**src/rtl/stream_demux_n_pkg.sv**
```systemverilog
// Shared constants for the stream demultiplexer: default geometry and counter width.
// Counter logic elsewhere is only built when DEMUX_CNT_EN is defined.
package stream_demux_n_pkg;

  localparam int DEMUX_CNT_W    = 16;
  localparam int DEMUX_N_CH_DEF = 4;
  localparam int DEMUX_DW_DEF   = 8;
  localparam int DEMUX_SW_DEF   = 2;

  // Bit offset of a channel's counter inside the flattened counter bus.
  function automatic int cntLsb(input int ch);
    return ch * DEMUX_CNT_W;
  endfunction

endpackage

```
**src/rtl/stream_demux_n_if.sv**
```systemverilog
// Producer-side and consumer-side handshake bundle of the 1-to-N stream demultiplexer.
interface stream_demux_n_if #(
  parameter int N_CH = 4,
  parameter int DW   = 8,
  parameter int SW   = 2
) ();

  logic              in_valid;
  logic              in_ready;
  logic [DW-1:0]     in_data;
  logic [SW-1:0]     in_sel;
  logic [N_CH-1:0]   out_valid;
  logic [N_CH-1:0]   out_ready;
  logic [N_CH*DW-1:0] out_data;

  // master: the environment (producer plus consumers); slave: the demux itself.
  modport master (
    output in_valid, in_data, in_sel, out_ready,
    input  in_ready, out_valid, out_data
  );

  modport slave (
    input  in_valid, in_data, in_sel, out_ready,
    output in_ready, out_valid, out_data
  );

endinterface

```
**src/rtl/stream_demux_n_out_slot.sv**
```systemverilog
// Module demux_out_slot: one-entry output register for a single demux channel.
// With DEMUX_CNT_EN defined it also counts output handshakes (wrapping 16-bit counter).
module demux_out_slot
  import stream_demux_n_pkg::*;
#(
  parameter int DW = 8
) (
  input  logic          clk,
  input  logic          rst_n,
  input  logic          accept_i,
  input  logic          ready_i,
  input  logic [DW-1:0] data_i,
  output logic          valid_o,
  output logic [DW-1:0] data_o
`ifdef DEMUX_CNT_EN
  ,
  output logic [DEMUX_CNT_W-1:0] cnt_o
`endif
);

  logic          valid_q, valid_d;
  logic [DW-1:0] data_q, data_d;
  logic          drain;

  assign drain = valid_q && ready_i;

  // A new beat wins over a drain so the slot sustains one beat per cycle.
  always_comb begin
    valid_d = valid_q;
    data_d  = data_q;
    if (accept_i) begin
      valid_d = 1'b1;
      data_d  = data_i;
    end else if (drain) begin
      valid_d = 1'b0;
    end
  end

  always_ff @(posedge clk) begin
    if (!rst_n) begin
      valid_q <= 1'b0;
      data_q  <= '0;
    end else begin
      valid_q <= valid_d;
      data_q  <= data_d;
    end
  end

  assign valid_o = valid_q;
  assign data_o  = data_q;

`ifdef DEMUX_CNT_EN
  logic [DEMUX_CNT_W-1:0] cnt_q, cnt_d;

  always_comb begin
    cnt_d = cnt_q;
    if (drain) cnt_d = cnt_q + 1'b1;
  end

  always_ff @(posedge clk) begin
    if (!rst_n) cnt_q <= '0;
    else        cnt_q <= cnt_d;
  end

  assign cnt_o = cnt_q;
`endif

endmodule

```
**src/rtl/stream_demux_n.sv**
```systemverilog
// Parametrised 1-to-N valid/ready stream demux with one registered slot per channel and
// sticky out-of-range select flag. Optional per-channel handshake counters via DEMUX_CNT_EN.
module stream_demux_n
  import stream_demux_n_pkg::*;
#(
  parameter int N_CH = DEMUX_N_CH_DEF,
  parameter int DW   = DEMUX_DW_DEF,
  parameter int SW   = DEMUX_SW_DEF
) (
  input  logic           clk,
  input  logic           rst_n,
  stream_demux_n_if.slave bus,
  output logic           err_sel
`ifdef DEMUX_CNT_EN
  ,
  output logic [N_CH*DEMUX_CNT_W-1:0] cnt_flat
`endif
);

  logic [N_CH-1:0] selHit;
  logic [N_CH-1:0] slotFree;
  logic [N_CH-1:0] slotValid;
  logic [N_CH-1:0] accept;
  logic            inRange;
  logic            errSel_q, errSel_d;

  // One-hot select decode; codes at or above N_CH hit nothing and are dropped.
  always_comb begin
    selHit = '0;
    for (int i = 0; i < N_CH; i++) begin
      selHit[i] = (bus.in_sel == SW'(i));
    end
  end

  assign inRange      = |selHit;
  assign slotFree     = ~slotValid | bus.out_ready;
  assign bus.in_ready = !inRange || (|(selHit & slotFree));
  assign accept       = {N_CH{bus.in_valid}} & selHit & slotFree;

  always_comb begin
    errSel_d = errSel_q;
    if (bus.in_valid && !inRange) errSel_d = 1'b1;
  end

  always_ff @(posedge clk) begin
    if (!rst_n) errSel_q <= 1'b0;
    else        errSel_q <= errSel_d;
  end

  assign err_sel = errSel_q;

  for (genvar i = 0; i < N_CH; i++) begin : g_slot
    demux_out_slot #(
      .DW(DW)
    ) u_slot (
      .clk      (clk),
      .rst_n    (rst_n),
      .accept_i (accept[i]),
      .ready_i  (bus.out_ready[i]),
      .data_i   (bus.in_data),
      .valid_o  (slotValid[i]),
      .data_o   (bus.out_data[i*DW +: DW])
`ifdef DEMUX_CNT_EN
      ,
      .cnt_o    (cnt_flat[cntLsb(i) +: DEMUX_CNT_W])
`endif
    );
  end

  assign bus.out_valid = slotValid;

endmodule

```
**src/flat_wrapper.sv**
```systemverilog
// flat-port wrapper written by rule: the top's interface ports become plain ports
module stream_demux_n_flat import stream_demux_n_pkg::*;
#(
  parameter int N_CH = DEMUX_N_CH_DEF,
  parameter int DW   = DEMUX_DW_DEF,
  parameter int SW   = DEMUX_SW_DEF
)
  (clk, rst_n, err_sel, bus_in_valid, bus_in_data, bus_in_sel, bus_out_ready, bus_in_ready, bus_out_valid, bus_out_data);
  stream_demux_n_if #(.N_CH(N_CH), .DW(DW), .SW(SW)) bus_i ();
  input  logic clk;
  input  logic rst_n;
  output logic err_sel;
  input wire logic [$bits(bus_i.in_valid)-1:0] bus_in_valid;
  input wire logic [$bits(bus_i.in_data)-1:0] bus_in_data;
  input wire logic [$bits(bus_i.in_sel)-1:0] bus_in_sel;
  input wire logic [$bits(bus_i.out_ready)-1:0] bus_out_ready;
  output wire logic [$bits(bus_i.in_ready)-1:0] bus_in_ready;
  output wire logic [$bits(bus_i.out_valid)-1:0] bus_out_valid;
  output wire logic [$bits(bus_i.out_data)-1:0] bus_out_data;
  assign bus_i.in_valid = bus_in_valid;
  assign bus_i.in_data = bus_in_data;
  assign bus_i.in_sel = bus_in_sel;
  assign bus_i.out_ready = bus_out_ready;
  assign bus_in_ready = bus_i.in_ready;
  assign bus_out_valid = bus_i.out_valid;
  assign bus_out_data = bus_i.out_data;
  stream_demux_n #(.N_CH(N_CH), .DW(DW), .SW(SW)) u_core (.clk(clk), .rst_n(rst_n), .bus(bus_i), .err_sel(err_sel));
endmodule
```
**config.mk**
```make
export PLATFORM = sky130hd
export DESIGN_NAME = stream_demux_n_flat
export DESIGN_NICKNAME = d
export VERILOG_FILES = /design/src/rtl/stream_demux_n_pkg.sv /design/src/rtl/stream_demux_n_if.sv /design/src/rtl/stream_demux_n_out_slot.sv /design/src/rtl/stream_demux_n.sv /design/src/flat_wrapper.sv
export SDC_FILE = /design/constraint.sdc
export NUM_CORES = 1
export LEC_CHECK = 0
export ABC_CLOCK_PERIOD_IN_PS = 1450
export CORE_UTILIZATION = 26
export DETAILED_ROUTE_END_ITERATION = 12
export PLACE_DENSITY_LB_ADDON = 0.05
export SLEW_MARGIN = 20
export SYNTH_ARGS = -nofsm -noshare
export SYNTH_HDL_FRONTEND = slang
export SYNTH_SLANG_ARGS = --single-unit
export TNS_END_PERCENT = 20
```
**constraint.sdc**
```tcl
create_clock -name clk -period 1.45 [get_ports clk]
set_input_delay 0.29 -clock clk [delete_from_list [all_inputs] [get_ports clk]]
set_output_delay 0.29 -clock clk [all_outputs]
set_load 0.02 [all_outputs]
```
==> qor.txt, run 1 <==
top post-synthesis cells by count = 41 x nand2_1, 37 x dfxtp_1, 32 x mux2i_1, 5 x buf_2
vias in the first global route = 1070
die area = 0.00585 mm2
Routed WL = 3340 um
dominant cell by count in the synthesized netlist = nand2_1
grt total ovfl = 0
sequential share of power = 47.3%
type of element capturing the critical path = output port
Leak Pwr = 1.05 nW
combinational share of power = 12.4%
CP Data Arrival Time = 1.31 ns
Synth Area per Inst = 10.2 um2
Via Count = 1133
placed instance area = 0.00213 mm2
routed len/inst = 12.2 um
Post-Syn Area = 0.00144 mm2
largest net degree at the start of global routing = 26
fin crit share = 111%
RSZ-0062 raised after global routing = yes
worst setup margin = -0.152 ns
Post-Synth Simple-Gate Area = 18.1%
status = finished, violations left
failing checks = setup timing
Max Freq = 624 MHz
post-place setup slack = -0.743 ns
critical path peak fanout = 3
Skew-Pair Late Insertion Delay = 0.28 ns
diode count = 0
CP required = 1.16 ns
die width = 76.5 um
Max Cap Violations = 0
1st-iter DRT viols = 28
DRC Markers = 0
dominant cells by area after synthesis = dfxtp_1 51%, mux2i_1 22%, nand2_1 11%, buf_4 2.1%, buf_2 1.7%
fin area = 0.00222 mm2
Power Density = 1020 mW/mm2
CTS HTree Levels = 2
dpl cells = 266
Total GRT Usage = 11.6%
first-pass GRT wire length = 5240 um
clk_skew = 0.00741 ns
Adder-Cell Fraction of Synth Area = 0%
CP Launch Type = register
internal power = 1.75 mW
clock period minus worst slack = 1.60 ns
core region area = 0.00524 mm2
total power = 2.26 mW
Clock power frac = 40.3%
Post-synth EDFFs = 0
Net Switching = 510 uW
final hold vios = 0
Sink Count = 37
Max Root-Sink Buffers = 2
maximum vdd drop = 0.418 mV
HPWL after DPL = 2440 um
area grow syn2layout = 54.3%
fillers = 540
Final Wtd Congestion = 0.745
class of the worst hold path = in2reg
share of cells above drive strength 1 = 15.2%
number of port buffers = 54
Die H = 76.5 um
Worst Path Class, Setup = reg2out
CTS buffer count = 5
Main synth FF type = dfxtp_1
Sw Ratio = 22.6%
post-layout net count = 220
register area share after synthesis = 51.4%
async set-reset flop share out of synthesis = 0%
syn_nets = 159
largest family of logic cells by synthesized area = multiplexers
XOR/XNOR Fraction of Synth Area = 0%
I/O pins = 55
TritonCTS clock tree = done
initial antenna violation count = 0
yosys warns = 0
Synth Area in Compound Gates = 2.08%
remaining antenna violation count = 0
Unique masters post-synth = 18
Worst-path clk slew = 0.07 ns
synthesized instance count = 142
Vias/cell = 4.14
post-synthesis mux area share = 23.8%
Hold Slack = 0.429 ns
DRT Pass-1 Iters = 3
Pins Over Slew Limit = 0
root buffer cell = clkbuf_8
Slew @ Worst Pin = 0.322 ns
row count = 26
share of the synthesized area in the top cell type = 51.4%
Seq cells post-synth = 37
initial core utilization = 27.5%
Final Setup Violations = 1
Slew HR = 78.5%
Synth area leader = dfxtp_1
Cell Count, Final, Fillers Out = 274
[kinds of logic after synthesis]
family	count (synthesis)
and+or+nand+nor	56
AOI/OAI and AO/OA	4
DFF	37
buffers and inverters	12
muxes	33
[metrics by stage]
step	setup TNS (ns)	utilization (%)
2_1_floorplan	0	-
3_3_place_gp	-7.34	40.7
3_5_place_dp	-7.80	40.7
4_1_cts	-0.166	42.4
5_1_grt	-0.188	42.5
6_report	-0.152	42.5
[critical path, cell delays in order (launching register included)]
cell      delay [ns]
dfxtp_2         0.35
nand2b_4        0.06
mux4_2          0.48
buf_6           0.15
[layout by cell type, fill, tap and decap left out, types with 6 or more instances in the layout]
master / count
clkdlybuf4s50_1: 11
dlygate4sd2_1: 42
dfxtp_1: 34
nand2_1: 41
mux2i_1: 32
clkbuf_8: 6
buf_4: 9
[sequential cells by signal (all words and copies together) (netlist names)]
register,count
u_core.g_slot.u_slot.valid_o,4
u_core.g_slot.u_slot.data_o,32
u_core.err_sel,1
[path summary, 6_finish.rpt]
check | end | slack, ns | start | cells after the start
worst min register to register | u_core.err_sel | 0.45 | u_core.err_sel | 1
worst max register to register | u_core.g_slot[2].u_slot.data_o[2] | 0.24 | u_core.g_slot[2].u_slot.valid_o | 5
worst min-delay path | u_core.g_slot[3].u_slot.valid_o | 0.43 | bus_out_ready[3] | 3
worst max-delay path | bus_in_ready | -0.15 | u_core.g_slot[3].u_slot.valid_o | 3
[power groups by stage]
stage	Sequential (mW)	Clock, mW	Combinational, mW
6_report	1.07	0.910	0.280
5_1_grt	1.07	0.986	0.299
3_5_place_dp	1.09	0	0.309
2_1_floorplan	1.13	0	0.111
3_3_place_gp	1.09	0	0.306
4_1_cts	1.07	0.946	0.285
[what timing repair did]
item                                    in CTS  in global routing
setup buffers                                0                  0
pin swaps                                    0                  0
resized for setup                           54                  1
hold buffers                                 0                  0
hold endpoints to repair                     0                  0
endpoints found under the setup margin      38                  3
[per-layer routing]
layer | GRT usage, % | share of wire [%]
met4 | 4.62 | 1.5
met3 | 4.07 | 5.7
met5 | 0 | 0
met2 | 18.5 | 45
met1 | 14.4 | 48
[layout make-up]
| class | instances | area, um2 | area share [%] |
|---|---|---|---|
| Timing Repair Buffer | 66 | 617 | 27.7 |
| Multi-Input combinational cell | 93 | 659 | 29.6 |
| Clock buffer | 7 | 86.3 | 3.88 |
| Tap cell | 70 | 87.6 | 3.94 |
| Sequential cell | 37 | 744 | 33.5 |
| Clock inverter | 1 | 30.0 | 1.35 |
(Power assumes the default switching activity.)
==> inputs of run 2 (changes only) <==
CORE_MARGIN = 5   (was not set)
==> run 2 against run 1 <==
The run still ends with setup timing left; setup slack about the same; power is 8.3% higher; sequential power about the same; combinational power is essentially flat; global-route usage decreased by 0.47 points; flip-flop and latch count is the same; critical path depth did not move; highest routed layer unchanged.
==> qor.txt, run 2 (same netlist as run 1, synthesis figures left out) <==
dpl cells = 269
CP bufs+invs = 1
number of port buffers = 54
Clock power frac = 44.8%
clk_skew = 0.00579 ns
share of cells above drive strength 1 = 16.9%
multi-input logic area = 659 um2
combinational share of power = 11.5%
maximum vdd drop = 0.543 mV
Pins Over Slew Limit = 0
grt total ovfl = 0
status = finished, violations left
I/O pins = 55
Max Freq = 624 MHz
area grow syn2layout = 57.1%
hold_sp = u_core.g_slot[2].u_slot.data_o[5]
die area = 0.00713 mm2
fin area = 0.00226 mm2
clock period minus worst slack = 1.60 ns
worst reg-to-reg path cell count = 5
Final Setup Violations = 1
initial core utilization = 26.5%
Worst-path clk slew = 0.08 ns
Cell Count, Final, Fillers Out = 279
core region area = 0.00544 mm2
commonest non-fill, non-tap cells in the layout = 42 x dlygate4sd2_1, 41 x nand2_1, 34 x dfxtp_1, 32 x mux2i_1, 12 x buf_4
cell count along the critical path = 3
Via Count = 1177
sequential share of power = 43.7%
flip-flop and latch area = 744 um2
worst-path cell chain = nand2b_4 -> mux4_2 -> buf_6
start point of the critical path = u_core.g_slot[3].u_slot.valid_o
vias in the first global route = 1229
Critical R2R Launch = u_core.g_slot[2].u_slot.valid_o
Post-CTS Hold Buffers = 0
internal power = 1.88 mW
placed instance area = 0.00213 mm2
Slew @ Worst Pin = 0.272 ns
Final Util = 41.6%
Die H = 84.5 um
DRC Markers = 0
diode count = 0
Power Density = 1080 mW/mm2
CTS HTree Levels = 2
routed len/inst = 13.7 um
Worst Path Class, Setup = reg2out
critical path peak fanout = 2
worst stage delay on the critical path = 0.47 ns
die width = 84.5 um
Routed WL = 3820 um
CP required = 1.16 ns
TritonCTS clock tree = done
DRT Pass-1 Iters = 4
Slowest-stage cell, CP = mux4_2
CP Data Arrival Time = 1.31 ns
Max Root-Sink Buffers = 2
largest net degree at the start of global routing = 46
number of flip-flops under the largest register name = 32
fillers = 559
total power = 2.45 mW
RSZ-0062 raised after global routing = yes
Slew HR = 81.8%
type of element capturing the critical path = output port
kind of cell adding the most delay to the critical path = multiplexers
failing checks = setup timing
FF-to-FF setup slack = 0.21 ns
final hold vios = 0
post-layout net count = 223
Total GRT Usage = 11.2%
HPWL after DPL = 2700 um
Sink Count = 37
commonest non-fill, non-tap cell in the layout = dlygate4sd2_1
first-pass GRT wire length = 6250 um
Vias/cell = 4.22
Max Cap Violations = 0
fin crit share = 111%
row count = 27
Skew-Pair Late Insertion Delay = 0.29 ns
initial antenna violation count = 0
Final Wtd Congestion = 0.753
CP Launch Type = register
Setup crit end = bus_in_ready
CTS buffer count = 5
worst r2r dst = u_core.g_slot[2].u_slot.data_o[2]
Net Switching = 567 uW
remaining antenna violation count = 0
class of the worst hold path = reg2reg
Sw Ratio = 23.2%
Leak Pwr = 1.08 nW
1st-iter DRT viols = 40
worst setup margin = -0.153 ns
setup TNS = -0.153 ns
root buffer cell = clkbuf_8
==> run 2: routing by layer <==
layer	track usage [%]	wire, um
met1	12.8	1620
met5	0	0
met3	4.42	243
met2	19.0	1900
met4	3.88	53
==> run 2: power groups by stage <==
stage | Clock [mW] | Combinational (mW) | Sequential (mW)
4_1_cts | 1.12 | 0.285 | 1.07
3_5_place_dp | 0 | 0.308 | 1.09
5_1_grt | 1.19 | 0.305 | 1.08
6_report | 1.10 | 0.282 | 1.07
2_1_floorplan | 0 | 0.111 | 1.13
3_3_place_gp | 0 | 0.306 | 1.09
==> run 2: worst min path at each step <==
stage | endpoint | slack [ns] | cells after the start
2_1_floorplan | u_core.g_slot[3].u_slot.valid_o | 0.47 | 2
3_5_place_dp | u_core.g_slot[2].u_slot.data_o[3] | 0.45 | 2
4_1_cts | u_core.g_slot[3].u_slot.valid_o | 0.41 | 3
6_report | u_core.g_slot[2].u_slot.data_o[5] | 0.46 | 2
5_1_grt | u_core.g_slot[1].u_slot.data_o[3] | 0.48 | 2
3_3_place_gp | u_core.err_sel | 0.44 | 1
==> run 2: layout make-up <==
class,instances,share of cell area [%]
repair buffers,69,28.0
clock inverters,3,3.04
well taps,72,3.98
clock buffers,5,3.04
multi-input cells,93,29.1
flip-flops and latches,37,32.9
==> run 2: tightest hold or removal path, stage by stage, from the launching register on <==
cell	delay, ns
dfxtp_1	0.31
nand2_1	0.05
mux2i_1	0.05
==> run 2: repair_timing <==
item / in CTS / in global routing
buffers inserted: 1 / 1
endpoints found under the hold margin: 0 / 0
pin swaps: 0 / 0
gates resized for setup: 54 / 3
setup endpoints to repair: 38 / 7
gates cloned: 0 / 0
==> run 2: metrics by stage <==
stage / setup slack, ns / hold slack, ns
after floorplan: 0.123 / 0.472
after global placement: -0.713 / 0.445
after detailed placement: -0.724 / 0.449
after CTS: -0.175 / 0.408
after global routing: -0.207 / 0.477
final: -0.153 / 0.457
==> patch (settings of run 2) <==
Change the package constant `DEMUX_N_CH_DEF` from 4 to 5.
--- a/src/rtl/stream_demux_n_pkg.sv
+++ b/src/rtl/stream_demux_n_pkg.sv
@@ -5,3 +5,3 @@
   localparam int DEMUX_CNT_W    = 16;
-  localparam int DEMUX_N_CH_DEF = 4;
+  localparam int DEMUX_N_CH_DEF = 5;
   localparam int DEMUX_DW_DEF   = 8;
Ports: changed (resized bus_out_data, bus_out_ready and bus_out_valid); port bits go from 55 to 65. The function was not compared with the original's and may differ.
==> patch against run 2 <==
  * The flow still finishes with violations (negative setup slack)
  * Clock skew rose by 0.0026 ns
  * Power is 7.4% higher
  * Sequential cell count up 9
  * Maximum frequency increased by 8.6%
  * Core utilization is 1.2 points lower
  * Setup slack improved by 0.13 ns
  * Non-clock buffer count rose by 14
  * Wire length is 22% higher
  * Register-to-register slack got worse by 0.08 ns
  * Final area up 21%
  * Synthesized area increased by 26%
  * Largest cell class unchanged
  * Highest routed layer unchanged
==> patch: results (changes against run 2) <==
[route]
drt-total-wl_mm = 4.65  ; +22%
drt_iter0_markers = 32  ; -20%
viasPerCell = 4.06  ; -3.8%

[synth]
synth_fp_nets = 195  ; +23%
ys_types = 24  ; +6
synth_area_leaders = dfxtp_1 (51%), mux2i_1 (22%), nand2_1 (10%)
ys_seq_area_share_pct = 50.9  ; -0.49 points
async_reset_ff_share_pct = 0  ; unchanged
syn_inst = 177  ; +25%
synth_top_cells_by_count = nand2_1 (48), dfxtp_1 (46), mux2i_1 (40), buf_4 (7), nor2b_1 (5)

[placed_design]
dp_hpwl_mm = 3.31  ; +23%
port-buffer-count = 64  ; +19%
pre_cts_slack_ns = -0.587  ; +0.137 ns

[setup_path]
reg2reg_slack_ns = 0.13  ; -0.08 ns
r2r_cells = 6  ; +1
r2r-end = u_core.g_slot[1].u_slot.data_o[5]
r2r-start = u_core.g_slot[1].u_slot.valid_o
arrival_ns = 1.19  ; -0.12 ns

[outcome]
violations = negative setup slack
status = finished, violations left

[power]
power.leakage_nw = 1.35  ; +25%
ir_drop_mv = 0.461  ; -15%

[timing]
tightestPinTransition_ns = 0.298  ; +0.0255 ns
skew_ns = 0.00839  ; +0.00259 ns
final-setup-viol-count = 1  ; unchanged
timing.final.ws_setup_ns = -0.0251  ; +0.127 ns
timing.hold.ws_ns = 0.365  ; -0.0917 ns

[clock_tree]
cts_root_buffer = clkbuf_8
h-tree-depth = 2  ; unchanged
cts_buffers = 5  ; unchanged

[global_routing]
grt_pass1_vias = 1434  ; +17%
track_usage_pct = 10.9  ; -0.32 points
grt_pass1_wl_mm = 7.25  ; +16%
grt_max_degree = 34  ; -26%

[cells_and_area]
largest_reg_flops = 40  ; +25%
drive_above_1_share_pct = 16.2  ; -0.70 points
num-nets-final = 270  ; +21%

[min_path]
holdPathEnd = u_core.g_slot[0].u_slot.valid_o
whs_path_depth = 3  ; +1
hp-class = in -> reg

-- patch: final cells by class --
cell class | instances | area [µm²]
clock buffer | 7 | 76.3
clock inverter | 1 | 30.0
fill | 707 | 4050
multi-input combinational | 116 | 840
sequential | 46 | 922
tap | 96 | 120
timing repair buffer | 83 | 759
-- patch: metrics by stage --
step           util, %  cell area (µm²)  setup TNS, ns  std cells
2_1_floorplan        -             1810              0        177
3_3_place_gp      38.6             2620         -12.06        339
3_5_place_dp      38.6             2620         -12.30        339
4_1_cts           39.3             2670         -0.157        347
5_1_grt           40.4             2750        -0.0882        349
6_report          40.4             2750        -0.0251        349
-- patch: cells by family (layout without fill, tap and decap cells) --
logic type             Yosys count  after routing  share of synthesized area, %
flip-flops                      46             46                          50.9
AO/OA/AOI/OAI                    8              8                          3.25
buffers and inverters           15             91                          5.19
AND/OR/NAND/NOR                 68             68                          18.5
multiplexers                    40             40                          22.1
-- patch: what timing repair did --
| action | CTS | global route |
|---|---|---|
| gates resized for setup | 52 | 18 |
| endpoints found under the setup margin | 55 | 15 |
| pin swaps | 0 | 4 |
| buffers inserted | 0 | 2 |
| hold endpoints to repair | 0 | 0 |
-- patch: metal layers --
layer	global-route usage, %	wire length (µm)	vias up
met5	0	0	-
met4	2.93	25	0
met3	4.10	313	2
met2	15.9	2120	35
met1	14.9	2200	650
li1	-	-	730
-- patch: worst max-delay path by stage --
stage | to | cells past startpoint | slack [ns] | from
floorplan | bus_in_ready | 3 | 0.18 | u_core.g_slot[1].u_slot.valid_o
global placement | bus_in_ready | 4 | -0.58 | bus_in_sel[0]
detailed placement | bus_in_ready | 4 | -0.59 | bus_in_sel[0]
CTS | bus_in_ready | 5 | -0.16 | bus_out_ready[0]
global route | bus_in_ready | 5 | -0.09 | bus_out_ready[3]
finish | bus_in_ready | 5 | -0.03 | bus_out_ready[3]
-- patch: critical path: stages --
cell	delay [ns]
clkdlybuf4s50_1	0.41
nand3b_1	0.15
o211ai_1	0.12
o21ai_2	0.08
buf_6	0.13
-- patch: report_power, final --
part | internal, W | switching [W] | total, W
combinational | 0.000166 | 0.000189 | 0.000355
clock | 0.000517 | 0.000429 | 0.000945
sequential | 0.00131 | 0.0000221 | 0.00133
total | 0.00199 | 0.000639 | 0.00263
